===== config.mk =====
export PLATFORM = sky130hd
export DESIGN_NAME = cam_line_capture_flat
export DESIGN_NICKNAME = d
export VERILOG_FILES = /design/src/rtl/cam_line_capture_pkg.sv /design/src/rtl/cam_line_capture_if.sv /design/src/rtl/sync_edge_reg.sv /design/src/rtl/cam_line_capture.sv /design/src/flat_wrapper.sv
export SDC_FILE = /design/constraint.sdc
export NUM_CORES = 1
export LEC_CHECK = 0
export CORE_MARGIN = 10
export CORE_UTILIZATION = 45
export CTS_BUF_LIST = sky130_fd_sc_hd__clkbuf_16
export DETAILED_ROUTE_END_ITERATION = 10
export GPL_ROUTABILITY_DRIVEN = 1
export PLACE_DENSITY = 0.74
export SLEW_MARGIN = 5
export SYNTH_ARGS = -nofsm -noshare
export SYNTH_HDL_FRONTEND = slang
export SYNTH_SLANG_ARGS = --single-unit

===== constraint.sdc =====
create_clock -name clock -period 5.2 [get_ports clock]
set_clock_uncertainty 0.2 [all_clocks]
set_input_delay 1.04 -clock clock [delete_from_list [all_inputs] [get_ports clock]]
set_output_delay 1.04 -clock clock [all_outputs]
set_load 0.03 [all_outputs]

===== src/rtl/cam_line_capture_pkg.sv =====
// Shared types and constants for the camera line-capture stage.
// Holds the FSM state encoding, the byte order and the bank-size helper.
package cam_capture_pkg;

    typedef enum logic [1:0] {
        WAIT_FRAME = 2'd0,
        WAIT_LINE  = 2'd1,
        HIGH_BYTE  = 2'd2,
        LOW_BYTE   = 2'd3
    } cap_state_t;

    // The OV7670 sends RGB565 with the high byte first.
    localparam bit HIGH_BYTE_FIRST = 1'b1;

    function automatic int bank_words(input int addr_w);
        return 1 << (addr_w - 1);
    endfunction

    function automatic logic [15:0] pack_pixel(input logic [7:0] first_byte,
                                               input logic [7:0] second_byte);
        return HIGH_BYTE_FIRST ? {first_byte, second_byte} : {second_byte, first_byte};
    endfunction

endpackage


===== src/rtl/cam_line_capture_if.sv =====
// Camera input bus plus RAM write port and line status of the capture stage.
// The master side is the capture block; the slave side is the camera/RAM/reader.
interface cam_line_capture_if #(
    parameter int DATA_W = 16,
    parameter int ADDR_W = 11
);
    import cam_capture_pkg::*;

    logic              enable;
    logic              cam_vsync;
    logic              cam_href;
    logic [7:0]        cam_data;

    // wren is a one-cycle strobe with no back-pressure: data and wraddress are
    // valid exactly in the cycle wren is high, and the RAM always accepts them.
    logic [DATA_W-1:0] data;
    logic [ADDR_W-1:0] wraddress;
    logic              wren;
    logic              line_ready;
    logic              line_bank;
    logic [9:0]        line_count;
    logic              frame_done;
    logic              overflow;
    logic              short_line;
    cap_state_t        state;

    modport master (
        input  enable, cam_vsync, cam_href, cam_data,
        output data, wraddress, wren, line_ready, line_bank, line_count,
               frame_done, overflow, short_line, state
    );

    modport slave (
        output enable, cam_vsync, cam_href, cam_data,
        input  data, wraddress, wren, line_ready, line_bank, line_count,
               frame_done, overflow, short_line, state
    );

endinterface


===== src/rtl/sync_edge_reg.sv =====
// Registers the camera inputs and derives VSYNC/HREF edge strobes.
// All strobes line up with dout, except hr_rise which leads it by one cycle.
module sync_edge_reg (
    input  logic       clock,
    input  logic       reset,
    input  logic       vsync,
    input  logic       href,
    input  logic [7:0] din,
    output logic [7:0] dout,
    output logic       vs_rise,
    output logic       vs_fall,
    output logic       hr_rise,
    output logic       hr_fall
);

    logic       vs_r, vs_q, vs_qq;
    logic       hr_r, hr_q, hr_qq;
    logic [7:0] d_r, d_q;

    always_ff @(posedge clock or posedge reset) begin
        if (reset) begin
            vs_r  <= 1'b0;
            vs_q  <= 1'b0;
            vs_qq <= 1'b0;
            hr_r  <= 1'b0;
            hr_q  <= 1'b0;
            hr_qq <= 1'b0;
            d_r   <= 8'h00;
            d_q   <= 8'h00;
        end else begin
            vs_r  <= vsync;
            vs_q  <= vs_r;
            vs_qq <= vs_q;
            hr_r  <= href;
            hr_q  <= hr_r;
            hr_qq <= hr_q;
            d_r   <= din;
            d_q   <= d_r;
        end
    end

    // hr_rise fires while the first byte is still one stage early, so the FSM
    // is already in HIGH_BYTE when that byte reaches dout.
    assign dout    = d_q;
    assign vs_rise =  vs_q & ~vs_qq;
    assign vs_fall = ~vs_q &  vs_qq;
    assign hr_rise =  hr_r & ~hr_q;
    assign hr_fall = ~hr_q &  hr_qq;

endmodule


===== src/rtl/cam_line_capture.sv =====
// Frames an OV7670 byte stream into RGB565 pixels and writes each line into one
// half of a ping-pong line buffer, flagging completed lines to the reader.
module cam_line_capture
    import cam_capture_pkg::*;
#(
    parameter int DATA_W      = 16,
    parameter int ADDR_W      = 11,
    parameter int LINE_PIXELS = 640
) (
    input  logic                 clock,
    input  logic                 reset,
    cam_line_capture_if.master   bus
);

    localparam int LIMIT = (LINE_PIXELS < bank_words(ADDR_W)) ? LINE_PIXELS
                                                              : bank_words(ADDR_W);
    localparam logic [ADDR_W-1:0] LIMIT_C = ADDR_W'(LIMIT);

    logic [7:0] byte_q;
    logic       vs_rise, vs_fall, hr_rise, hr_fall;

    sync_edge_reg u_sync (
        .clock   (clock),
        .reset   (reset),
        .vsync   (bus.cam_vsync),
        .href    (bus.cam_href),
        .din     (bus.cam_data),
        .dout    (byte_q),
        .vs_rise (vs_rise),
        .vs_fall (vs_fall),
        .hr_rise (hr_rise),
        .hr_fall (hr_fall)
    );

    cap_state_t        state, state_n;
    logic              line_start, latch_hi, do_write, do_ovf;
    logic              do_ready, do_short, frame_start, frame_end;

    logic [ADDR_W-1:0] pix_cnt;
    logic [7:0]        hi_byte;
    logic              bank;
    logic [DATA_W-1:0] data_r;
    logic [ADDR_W-1:0] wraddress_r;
    logic              wren_r, line_ready_r, line_bank_r, frame_done_r;
    logic              overflow_r, short_line_r;
    logic [9:0]        line_count_r;

    always_ff @(posedge clock or posedge reset) begin
        if (reset) state <= WAIT_FRAME;
        else       state <= state_n;
    end

    always_comb begin
        state_n     = state;
        line_start  = 1'b0;
        latch_hi    = 1'b0;
        do_write    = 1'b0;
        do_ovf      = 1'b0;
        do_ready    = 1'b0;
        do_short    = 1'b0;
        frame_start = 1'b0;
        frame_end   = 1'b0;
        case (state)
            WAIT_FRAME: begin
                if (vs_fall && bus.enable) begin
                    frame_start = 1'b1;
                    state_n     = WAIT_LINE;
                end
            end
            WAIT_LINE: begin
                if (vs_rise) begin
                    frame_end = 1'b1;
                    state_n   = WAIT_FRAME;
                end else if (hr_rise) begin
                    line_start = 1'b1;
                    state_n    = HIGH_BYTE;
                end
            end
            HIGH_BYTE, LOW_BYTE: begin
                // VSYNC aborts a partial line silently; only frame_done reports it.
                if (vs_rise) begin
                    frame_end = 1'b1;
                    state_n   = WAIT_FRAME;
                end else if (hr_fall) begin
                    // Sitting in LOW_BYTE here means an odd byte count.
                    if (state == HIGH_BYTE && pix_cnt >= LIMIT_C) do_ready = 1'b1;
                    else                                          do_short = 1'b1;
                    state_n = WAIT_LINE;
                    if (hr_rise) begin
                        line_start = 1'b1;
                        state_n    = HIGH_BYTE;
                    end
                end else if (state == HIGH_BYTE) begin
                    latch_hi = 1'b1;
                    state_n  = LOW_BYTE;
                end else begin
                    if (pix_cnt < LIMIT_C) do_write = 1'b1;
                    else                   do_ovf   = 1'b1;
                    state_n = HIGH_BYTE;
                end
            end
            default: state_n = WAIT_FRAME;
        endcase
    end

    always_ff @(posedge clock or posedge reset) begin
        if (reset) begin
            pix_cnt      <= '0;
            hi_byte      <= 8'h00;
            bank         <= 1'b0;
            data_r       <= '0;
            wraddress_r  <= '0;
            wren_r       <= 1'b0;
            line_ready_r <= 1'b0;
            line_bank_r  <= 1'b0;
            frame_done_r <= 1'b0;
            overflow_r   <= 1'b0;
            short_line_r <= 1'b0;
            line_count_r <= '0;
        end else begin
            wren_r       <= do_write;
            line_ready_r <= do_ready;
            frame_done_r <= frame_end;
            if (frame_start) begin
                line_count_r <= '0;
                bank         <= 1'b0;
            end
            if (line_start) pix_cnt <= '0;
            if (latch_hi)   hi_byte <= byte_q;
            if (do_write) begin
                data_r      <= pack_pixel(hi_byte, byte_q);
                wraddress_r <= {bank, pix_cnt[ADDR_W-2:0]};
                pix_cnt     <= pix_cnt + 1'b1;
            end
            if (do_ready) begin
                line_bank_r <= bank;
                bank        <= ~bank;
                if (line_count_r != 10'h3FF) line_count_r <= line_count_r + 10'd1;
            end
            if (do_ovf)   overflow_r   <= 1'b1;
            if (do_short) short_line_r <= 1'b1;
        end
    end

    assign bus.data       = data_r;
    assign bus.wraddress  = wraddress_r;
    assign bus.wren       = wren_r;
    assign bus.line_ready = line_ready_r;
    assign bus.line_bank  = line_bank_r;
    assign bus.line_count = line_count_r;
    assign bus.frame_done = frame_done_r;
    assign bus.overflow   = overflow_r;
    assign bus.short_line = short_line_r;
    assign bus.state      = state;

endmodule


===== src/flat_wrapper.sv =====
// flat-port wrapper written by rule: the top's interface ports become plain ports
module cam_line_capture_flat import cam_capture_pkg::*;
#(
    parameter int DATA_W      = 16,
    parameter int ADDR_W      = 11,
    parameter int LINE_PIXELS = 640
)
  (clock, reset, bus_enable, bus_cam_vsync, bus_cam_href, bus_cam_data, bus_data, bus_wraddress, bus_wren, bus_line_ready, bus_line_bank, bus_line_count, bus_frame_done, bus_overflow, bus_short_line, bus_state);
  cam_line_capture_if #(.DATA_W(DATA_W), .ADDR_W(ADDR_W)) bus_i ();
  input  logic clock;
  input  logic reset;
  input wire logic [$bits(bus_i.enable)-1:0] bus_enable;
  input wire logic [$bits(bus_i.cam_vsync)-1:0] bus_cam_vsync;
  input wire logic [$bits(bus_i.cam_href)-1:0] bus_cam_href;
  input wire logic [$bits(bus_i.cam_data)-1:0] bus_cam_data;
  output wire logic [$bits(bus_i.data)-1:0] bus_data;
  output wire logic [$bits(bus_i.wraddress)-1:0] bus_wraddress;
  output wire logic [$bits(bus_i.wren)-1:0] bus_wren;
  output wire logic [$bits(bus_i.line_ready)-1:0] bus_line_ready;
  output wire logic [$bits(bus_i.line_bank)-1:0] bus_line_bank;
  output wire logic [$bits(bus_i.line_count)-1:0] bus_line_count;
  output wire logic [$bits(bus_i.frame_done)-1:0] bus_frame_done;
  output wire logic [$bits(bus_i.overflow)-1:0] bus_overflow;
  output wire logic [$bits(bus_i.short_line)-1:0] bus_short_line;
  output wire logic [$bits(bus_i.state)-1:0] bus_state;
  assign bus_i.enable = bus_enable;
  assign bus_i.cam_vsync = bus_cam_vsync;
  assign bus_i.cam_href = bus_cam_href;
  assign bus_i.cam_data = bus_cam_data;
  assign bus_data = bus_i.data;
  assign bus_wraddress = bus_i.wraddress;
  assign bus_wren = bus_i.wren;
  assign bus_line_ready = bus_i.line_ready;
  assign bus_line_bank = bus_i.line_bank;
  assign bus_line_count = bus_i.line_count;
  assign bus_frame_done = bus_i.frame_done;
  assign bus_overflow = bus_i.overflow;
  assign bus_short_line = bus_i.short_line;
  assign bus_state = bus_i.state;
  cam_line_capture #(.DATA_W(DATA_W), .ADDR_W(ADDR_W), .LINE_PIXELS(LINE_PIXELS)) u_core (.clock(clock), .reset(reset), .bus(bus_i));
endmodule

Yosys cells after proc, flatten, opt, wreduce, memory -nomap -nowiden

Cells that the tools add are included.

Memory bits (read-only): 0
Latch bits: 0
Memories: 0
RAM bits: 0
Logic and storage cells: 93
Bits in registers: 87

$mul: 0
Bitwise gates (word level): 8
Shift operators: 0
Add/subtract/negate cells: 2
Reduce and logical (&&, ||, !) cells: 8
Order comparisons: 2
Multiplexer cells: 46
Divide/modulo/power cells: 0
Equal/unequal tests: 6

Operator list:

| cell                    | number |
|---|---|
| $mux W1                 | 33 |
| $mux W10                | 3 |
| $mux W11                | 2 |
| $mux W2                 | 6 |
| $add A11 B1 Y11 const B | 1 |
| $ge A11 B10 Y1 const B  | 1 |
| $lt A11 B10 Y1 const B  | 1 |
| $add A10 B1 Y10 const B | 1 |
| $ne A10 B10 Y1 const B  | 1 |
| $pmux W2 S3             | 1 |
| $and A1 B1 Y1           | 4 |
| $eq A2 B2 Y1 const B    | 2 |
| $not A1 Y1              | 4 |
| $reduce_bool A2 Y1      | 2 |
| $ne A3 B2 Y1 const B    | 1 |
| $reduce_or A3 Y1        | 1 |
| $eq A2 B1 Y1 const B    | 1 |
| $logic_and A1 B1 Y1     | 2 |
| $logic_not A2 Y1        | 1 |
| $ne A2 B1 Y1 const B    | 1 |
| $pmux W1 S2             | 1 |
| $reduce_and A2 Y1       | 1 |
| $reduce_or A2 Y1        | 1 |

Logic depth before layout (Yosys ltp)

Gate-level depths: netlist (run 1).

Depth after elaboration: 8
Mapped depth: 6
Depth with buffers taken out: 5

By module

Synthesis (run 1) repeated with hierarchy kept, for this count alone.

Cells, all modules: 313
Area, all modules: 3419.5 um^2

Modules (own cells, without submodules):

| module           | seq. area each (um^2) | times used | cells an instance | area each (um^2) |
|---|---|---|---|---|
| cam_line_capture | 1626.6                | 1          | 286               | 2837.7 |
| sync_edge_reg    | 550.5                 | 1          | 27                | 581.8 |

Least setup slack after synthesis (run 1)

Ideal clock, no wire load.

Path kind: input -> register
Start: input port bus_enable
End: register u_core.line_count_r[2], in the netlist u_core.bus.line_count[2]
Arrival: 1.932 ns
Setup slack: 2.950 ns
Buffers on the path: 1
Data required time: 4.882 ns
Library setup time: 0.118 ns
Stages on the path: 5
Cell sequence: nand2_1 or4_1 buf_1 o31a_1 a21o_1

Word-level cells in the longest chain between the ends: 6

RTL lines:

| what                   | line                    | text |
|---|---|---|
| start: declaration     | flat_wrapper.sv:12      | `input wire logic [$bits(bus_i.enable)-1:0] bus_enable;` |
| $logic_and A1 B1 Y1 *  | cam_line_capture.sv:65  | `if (vs_fall && bus.enable) begin` |
| $mux W1 *              | cam_line_capture.sv:65  |  |
| $mux W1 *              | cam_line_capture.sv:63  | `case (state)` |
| $mux W10 *             | cam_line_capture.sv:124 | `if (frame_start) begin` |
| $mux W10               | cam_line_capture.sv:138 | `if (line_count_r != 10'h3FF) line_count_r <= line_count_r + 10'd1;` |
| $mux W10 *             | cam_line_capture.sv:135 | `if (do_ready) begin` |
| end signal: assignment | cam_line_capture.sv:138 |  |
| end: declaration       | cam_line_capture.sv:46  | `logic [9:0] line_count_r;` |

Mark *: on every way between the ends. The rest lies on a longest branch, timed or not.
A chain may end at the register's enable or synchronous reset.

Worst setup path in the final report (run 1)

Start: register u_core.state[0], in the netlist u_core.bus.state[0]
End: output port bus_state[0]

RTL lines:

| what                     | line                   | text |
|---|---|---|
| start: declaration       | cam_line_capture.sv:35 | `cap_state_t state, state_n;` |
| start signal: assignment | cam_line_capture.sv:50 | `else state <= state_n;` |
| end: declaration         | flat_wrapper.sv:25     | `output wire logic [$bits(bus_i.state)-1:0] bus_state;` |

No word-level cell between the ends.

==> flow_metrics.tcl, run 1 <==
set metrics [dict create \
    status "completed" \
    cts_made_buffers 9 \
    final_antenna_net_count 0 \
    ys_ff_latch 87 \
    synth_top_family_by_area "multiplexers" \
    hpwl_um 4930 \
    arrival_ns 1.58 \
    h-tree-depth 3 \
    clk_pin_slew_ns 0.06 \
    fmax_mhz 355 \
    die-area_um2 11600 \
    endpoint_kind "primary output" \
    syn_inst 271 \
    finalSetupTns_ns 0 \
    synthFlopType "dfrtp_1" \
    worstPathRequired_ns 3.96 \
    crit_chain "clkdlybuf4s50_1" \
    power_w 0.00219 \
    cts_setup_buffers 0 \
    cts_tree "done" \
    slew_viol_final 0 \
    yosys-top-cells-area "dfrtp_1 63%, mux2_2 11%, o21ai_0 2.2%, nand2_1 1.8%, nand2b_1 1.6%" \
    crit_family "buffers and inverters" \
    cp-start-kind "flop" \
    cts_sinks 87 \
    grt_pass1_vias 2340 \
    synthSimpleGateAreaFrac_pct 10.0 \
    initial_core_util_pct 45.7 \
    yosysTopAreaCellShare_pct 62.6 \
    synth_compound_area_share_pct 11.0 \
    io-pin-count 58 \
    setup_violations 0 \
    layout_commonest_cell "dfrtp_1" \
    synth_nets 287 \
    rsz0062_at_grt "false" \
    wl_per_cell_um 16.3 \
    n_antenna_cell 0 \
    vias 2308 \
    p_leak_nw 1.91 \
    gp_congestion 0.839 \
    port_buffers 57 \
    antenna_found_initial 0 \
    grt_pass1_wl_um 11800 \
    cts_resized 0 \
    rr_worst_depth 5 \
    yosys.area.top_type "dfrtp_1" \
    std_cell_rows 32 \
    grt_overflow_total 0 \
    drive_gt1_share_pct 17.3 \
    synth_edf_count 0 \
    cts.path.max_buffers 2 \
    synth.cell_area_um2 3480 \
    crit_path_top_delay_cell "clkdlybuf4s50_1" \
    final.min_clock_period_ns 2.82 \
    path_max_fanout 9 \
    synthAdderAreaFrac_pct 1.08 \
    yosysSeqAreaShare_pct 62.6 \
    holdWs_ns 0.149 \
    grtUsageTotal_pct 12.6 \
    tightest_slew_ns 0.902 \
    vias_per_cell 5.27 \
    dr.first_iter.drc_count 90 \
    drc 0 \
    worst-path-buf-inv 1 \
    syn_avg_cell_area_um2 12.8 \
    die_w_um 108 \
    grt_max_degree 55 \
    area_growth_pct 27.7 \
    fp.coreArea_um2 7610 \
    fill_cells 614 \
    maxCapViolCount 0 \
    synth.distinct_cells 47 \
    final.period_utilization_pct 54.2 \
    power.density_nw_per_um2 494 \
    slowest_delay_ns 0.74 \
    timing.setup.critical_path_class "reg -> out" \
    hold_class "reg -> reg" \
    clockRootBuffer "clkbuf_16" \
    synthArstFlopShare_pct 100 \
    synth_xor_area_share_pct 0.252 \
    worstHoldPathCells 0 \
    cts_hold_buffers 0 \
    r2r_slack_ns 2.48 \
    synth_warnings 0 \
    worst-path-stages 1 \
    dr.pass1.iters 5 \
    final_cell_mix "87 x dfrtp_1, 57 x clkdlybuf4s50_1, 34 x mux2_2" \
    ir_drop_v 0.000233 \
    synth.area.mux_share_pct 12.2 \
    final_nets 347 \
    clk_latency_ns 0.33 \
    wl_um 7130 \
    relSlewSlack_pct 39.8 \
    hold_violations 0 \
    die_h_um 108 \
]
==> routing by layer <==
layer	part of all wire [%]	track usage (%)	vias up
met5	0	0	-
met4	1.8	5.44	0
met3	4.7	3.11	11
met2	49	19.6	45
met1	45	16.3	1142
li1	-	-	1110
==> area by class of cell <==
type                       instances  area, µm²  area share (%)
tap                              102        128            2.87
timing repair buffer              59        586            13.2
clock inverter                     7       77.6            1.75
clock buffer                       9        225            5.07
multi-input combinational        162       1200            27.1
inverter                          12       46.3            1.04
sequential                        87       2180            49.0
==> path summary, 6_finish.rpt <==
| kind | endpoint | startpoint |
|---|---|---|
| max in group asynchronous | u_core.u_sync.vs_qq | reset |
| min in group asynchronous | u_core.bus.data[15] | reset |
| setup reg to reg | u_core.bus.wraddress[2] | u_core.u_sync.vs_qq |
| setup / recovery | bus_state[0] | u_core.bus.state[0] |
| hold reg to reg | u_core.u_sync.dout[4] | u_core.u_sync.d_r[4] |
| hold / removal | u_core.u_sync.dout[4] | u_core.u_sync.d_r[4] |
==> logic make-up after synthesis <==
group / Yosys count
XOR/XNOR: 1
AO/OA/AOI/OAI: 55
multiplexers: 38
flip-flops: 87
adder cells (fa/ha/maj): 3
AND/OR/NAND/NOR: 65
buffers and inverters: 22
==> where the power goes <==
group	switching [W]	internal, W	leakage (nW)
Combinational	0.000339	0.000288	0.657
Clock	0.000269	0.000377	0.148
Sequential	0.000101	0.000820	1.10
Total	0.000709	0.00148	1.91
==> stage by stage <==
step	cells	setup slack (ns)	utilization, %	area [µm²]
after global placement	422	2.41	54.4	4140
final	438	2.38	58.4	4440
after detailed placement	422	2.40	54.4	4140
after CTS	438	2.38	58.4	4440
after global routing	438	2.27	58.4	4440
after floorplan	271	1.71	-	3480
==> synthesized netlist by cell type, types with 2 or more instances <==
cell type / number
o21ai_0: 15
o41ai_1: 2
ha_1: 3
buf_2: 4
nand2b_1: 9
a21o_1: 5
and3_1: 2
nor3_1: 6
nor2_1: 6
nand4_1: 3
a31oi_1: 3
o31ai_1: 3
nor4_1: 2
a211oi_1: 3
mux2_2: 34
a2111oi_0: 4
o311ai_0: 2
dfrtp_1: 87
o211ai_1: 3
mux2i_1: 4
clkbuf_1: 3
nand3_1: 7
nand2_1: 17
a21oi_1: 4
inv_1: 11
a31o_2: 2
or3_1: 7
==> sequential cells by signal, indices dropped and copies added, names as in the netlist, 2 cells and up <==
name                   flops
u_core.bus.line_count     10
u_core.hi_byte             8
u_core.bus.wraddress      11
u_core.bus.data           16
u_core.u_sync.dout         8
u_core.bus.state           2
u_core.pix_cnt            11
u_core.u_sync.d_r          8
(Power assumes the default switching activity.)
==> run 2: changes to the inputs <==
--- a/config.mk
+++ b/config.mk
@@ -10,7 +10,7 @@
 export CTS_BUF_LIST = sky130_fd_sc_hd__clkbuf_16
 export DETAILED_ROUTE_END_ITERATION = 10
 export GPL_ROUTABILITY_DRIVEN = 1
-export PLACE_DENSITY = 0.74
+export PLACE_DENSITY = 0.77
 export SLEW_MARGIN = 5
 export SYNTH_ARGS = -nofsm -noshare
 export SYNTH_HDL_FRONTEND = slang
==> constraint.sdc (replaced) <==
create_clock -name clock -period 2.4 [get_ports clock]
set_clock_uncertainty 0.2 [all_clocks]
set_input_delay 0.48 -clock clock [delete_from_list [all_inputs] [get_ports clock]]
set_output_delay 0.48 -clock clock [all_outputs]
set_load 0.03 [all_outputs]
==> run 2 against run 1 <==
Net effect: combinational power up 120%; sequential power up 120%; cell area up 1.1%; count of clock-buffer cells in the layout unchanged; register-to-register slack worse by 2.2 ns; hold slack worse by 0.0017 ns; critical endpoint unchanged; highest routed layer unchanged.
==> flow_metrics.tcl, run 2 (same netlist as run 1, synthesis figures left out) <==
set metrics [dict create \
    switching_share_pct 32.7 \
    final_cell_mix "87 x dfrtp_1, 57 x clkdlybuf4s50_1, 34 x mux2_2" \
    cts_made_buffers 9 \
    finalSetupTns_ns 0 \
    crit_chain "clkdlybuf4s50_1" \
    grt_pass1_wl_um 12000 \
    fill_cells 621 \
    p_leak_nw 1.93 \
    worst-path-buf-inv 1 \
    die_h_um 108 \
    hold_class "reg -> reg" \
    vias 2360 \
    die_w_um 108 \
    clockRootBuffer "clkbuf_16" \
    worst-path-stages 1 \
    p_int_w 0.00313 \
    gp_congestion 0.793 \
    r2r_start "u_core.bus.state[1]" \
    hpwl_um 4820 \
    clockPowerShare_pct 27.7 \
    status "completed" \
    final.period_utilization_pct 93.8 \
    cts_hold_buffers 0 \
    vias_per_cell 5.32 \
    ir_drop_v 0.000456 \
    worstPathRequired_ns 1.72 \
    clk_latency_ns 0.33 \
    min_from "u_core.u_sync.vs_r" \
    grt_max_degree 88 \
    initial_core_util_pct 45.7 \
    wl_per_cell_um 15.8 \
    grt_pass1_vias 2449 \
    rr_endpoint "u_core.bus.line_count[5]" \
    crit_family "buffers and inverters" \
    cts_sinks 87 \
    cts.path.max_buffers 2 \
    fin_util_pct 59.0 \
    path_max_fanout 9 \
    hold_violations 0 \
    r2r_slack_ns 0.29 \
    maxCapViolCount 0 \
    stdcell_area_um2 4490 \
    rr_worst_depth 4 \
    grt_overflow_total 0 \
    std_cell_rows 32 \
    cts_setup_buffers 0 \
    tightest_slew_ns 0.430 \
    p_switching_w 0.00152 \
    rsz0062_at_grt "false" \
    io-pin-count 58 \
    fp.coreArea_um2 7610 \
    antenna_found_initial 0 \
    final_antenna_net_count 0 \
    setup_violations 0 \
    pwr-share-seq_pct 42.8 \
    cp-start-kind "flop" \
    grtUsageTotal_pct 12.8 \
    p_comb_share_pct 29.6 \
    worstHoldPathCells 0 \
    final_nets 353 \
    die-area_um2 11600 \
    fmax_mhz 444 \
    final.min_clock_period_ns 2.25 \
    n_antenna_cell 0 \
    crit_path_top_delay_cell "clkdlybuf4s50_1" \
    dr.pass1.iters 4 \
    arrival_ns 1.57 \
    wl_um 7020 \
    dr.first_iter.drc_count 181 \
    cts_resized 0 \
    power.density_nw_per_um2 1030 \
    cts_tree "done" \
    layout_commonest_cell "dfrtp_1" \
    placed_cell_area_um2 4210 \
    area_growth_pct 29.1 \
    relSlewSlack_pct 71.1 \
    clk_pin_slew_ns 0.06 \
    timing.setup.critical_path_class "reg -> out" \
    drive_gt1_share_pct 18.7 \
    slowest_delay_ns 0.73 \
    endpoint_kind "primary output" \
    port_buffers 57 \
    slew_viol_final 0 \
    largest_reg_flops 16 \
    worstHoldEndpoint "u_core.u_sync.vs_q" \
    h-tree-depth 3 \
    drc 0 \
]
[run 2: worst max path at each step]
stage	from	endpoint	slack, ns
6_report	u_core.bus.state[0]	bus_state[0]	0.15
5_1_grt	u_core.bus.state[0]	bus_state[0]	0.09
4_1_cts	u_core.bus.state[0]	bus_state[0]	0.12
3_5_place_dp	bus_enable	u_core.bus.line_count[3]	0.14
3_3_place_gp	bus_enable	u_core.bus.line_count[7]	0.16
2_1_floorplan	u_core.bus.line_count[0]	u_core.bus.line_count[9]	0.32
[run 2: power groups by stage]
| stage | sequential, W | combinational, W | clock [W] |
|---|---|---|---|
| finish | 0.00199 | 0.00137 | 0.00128 |
| detailed placement | 0.00202 | 0.00139 | 0 |
| CTS | 0.00199 | 0.00140 | 0.00132 |
| floorplan | 0.00237 | 0.000446 | 0 |
| global placement | 0.00200 | 0.00137 | 0 |
| global route | 0.00204 | 0.00146 | 0.00140 |
[run 2: area by class of cell]
class                   instances  area, µm²  share of cell area [%]
clock buffers                   9        225                    5.02
repair buffers                 65        656                    14.6
inverters                      12       48.8                    1.09
well taps                     102        128                    2.84
flip-flops and latches         87       2180                    48.5
clock inverters                 7       53.8                    1.20
multi-input cells             162       1200                    26.8
[run 2: per-stage QoR]
step                      cells  total power (W)  hold slack [ns]  setup slack (ns)
after CTS                   444          0.00471            0.150             0.124
final                       444          0.00465            0.147             0.150
after global routing        444          0.00490            0.159            0.0899
after global placement      428          0.00337            0.133             0.161
after detailed placement    428          0.00341            0.136             0.141
after floorplan             271          0.00281            0.131             0.317
[run 2: worst reg2reg max path, stage by stage (launching register included)]
cell	delay [ns]
dfrtp_1	0.48
nand2_1	0.16
or3_1	0.51
o31ai_1	0.48
o221ai_1	0.16
[run 2: layer usage]
layer	share of wire [%]	vias to the layer above	GRT usage [%]	wire, µm
li1	-	1120	-	-
met1	44	1191	16.0	3100
met2	49	42	20.4	3460
met3	5.1	7	3.05	357
met4	1.5	0	6.39	106
met5	0	-	0	0
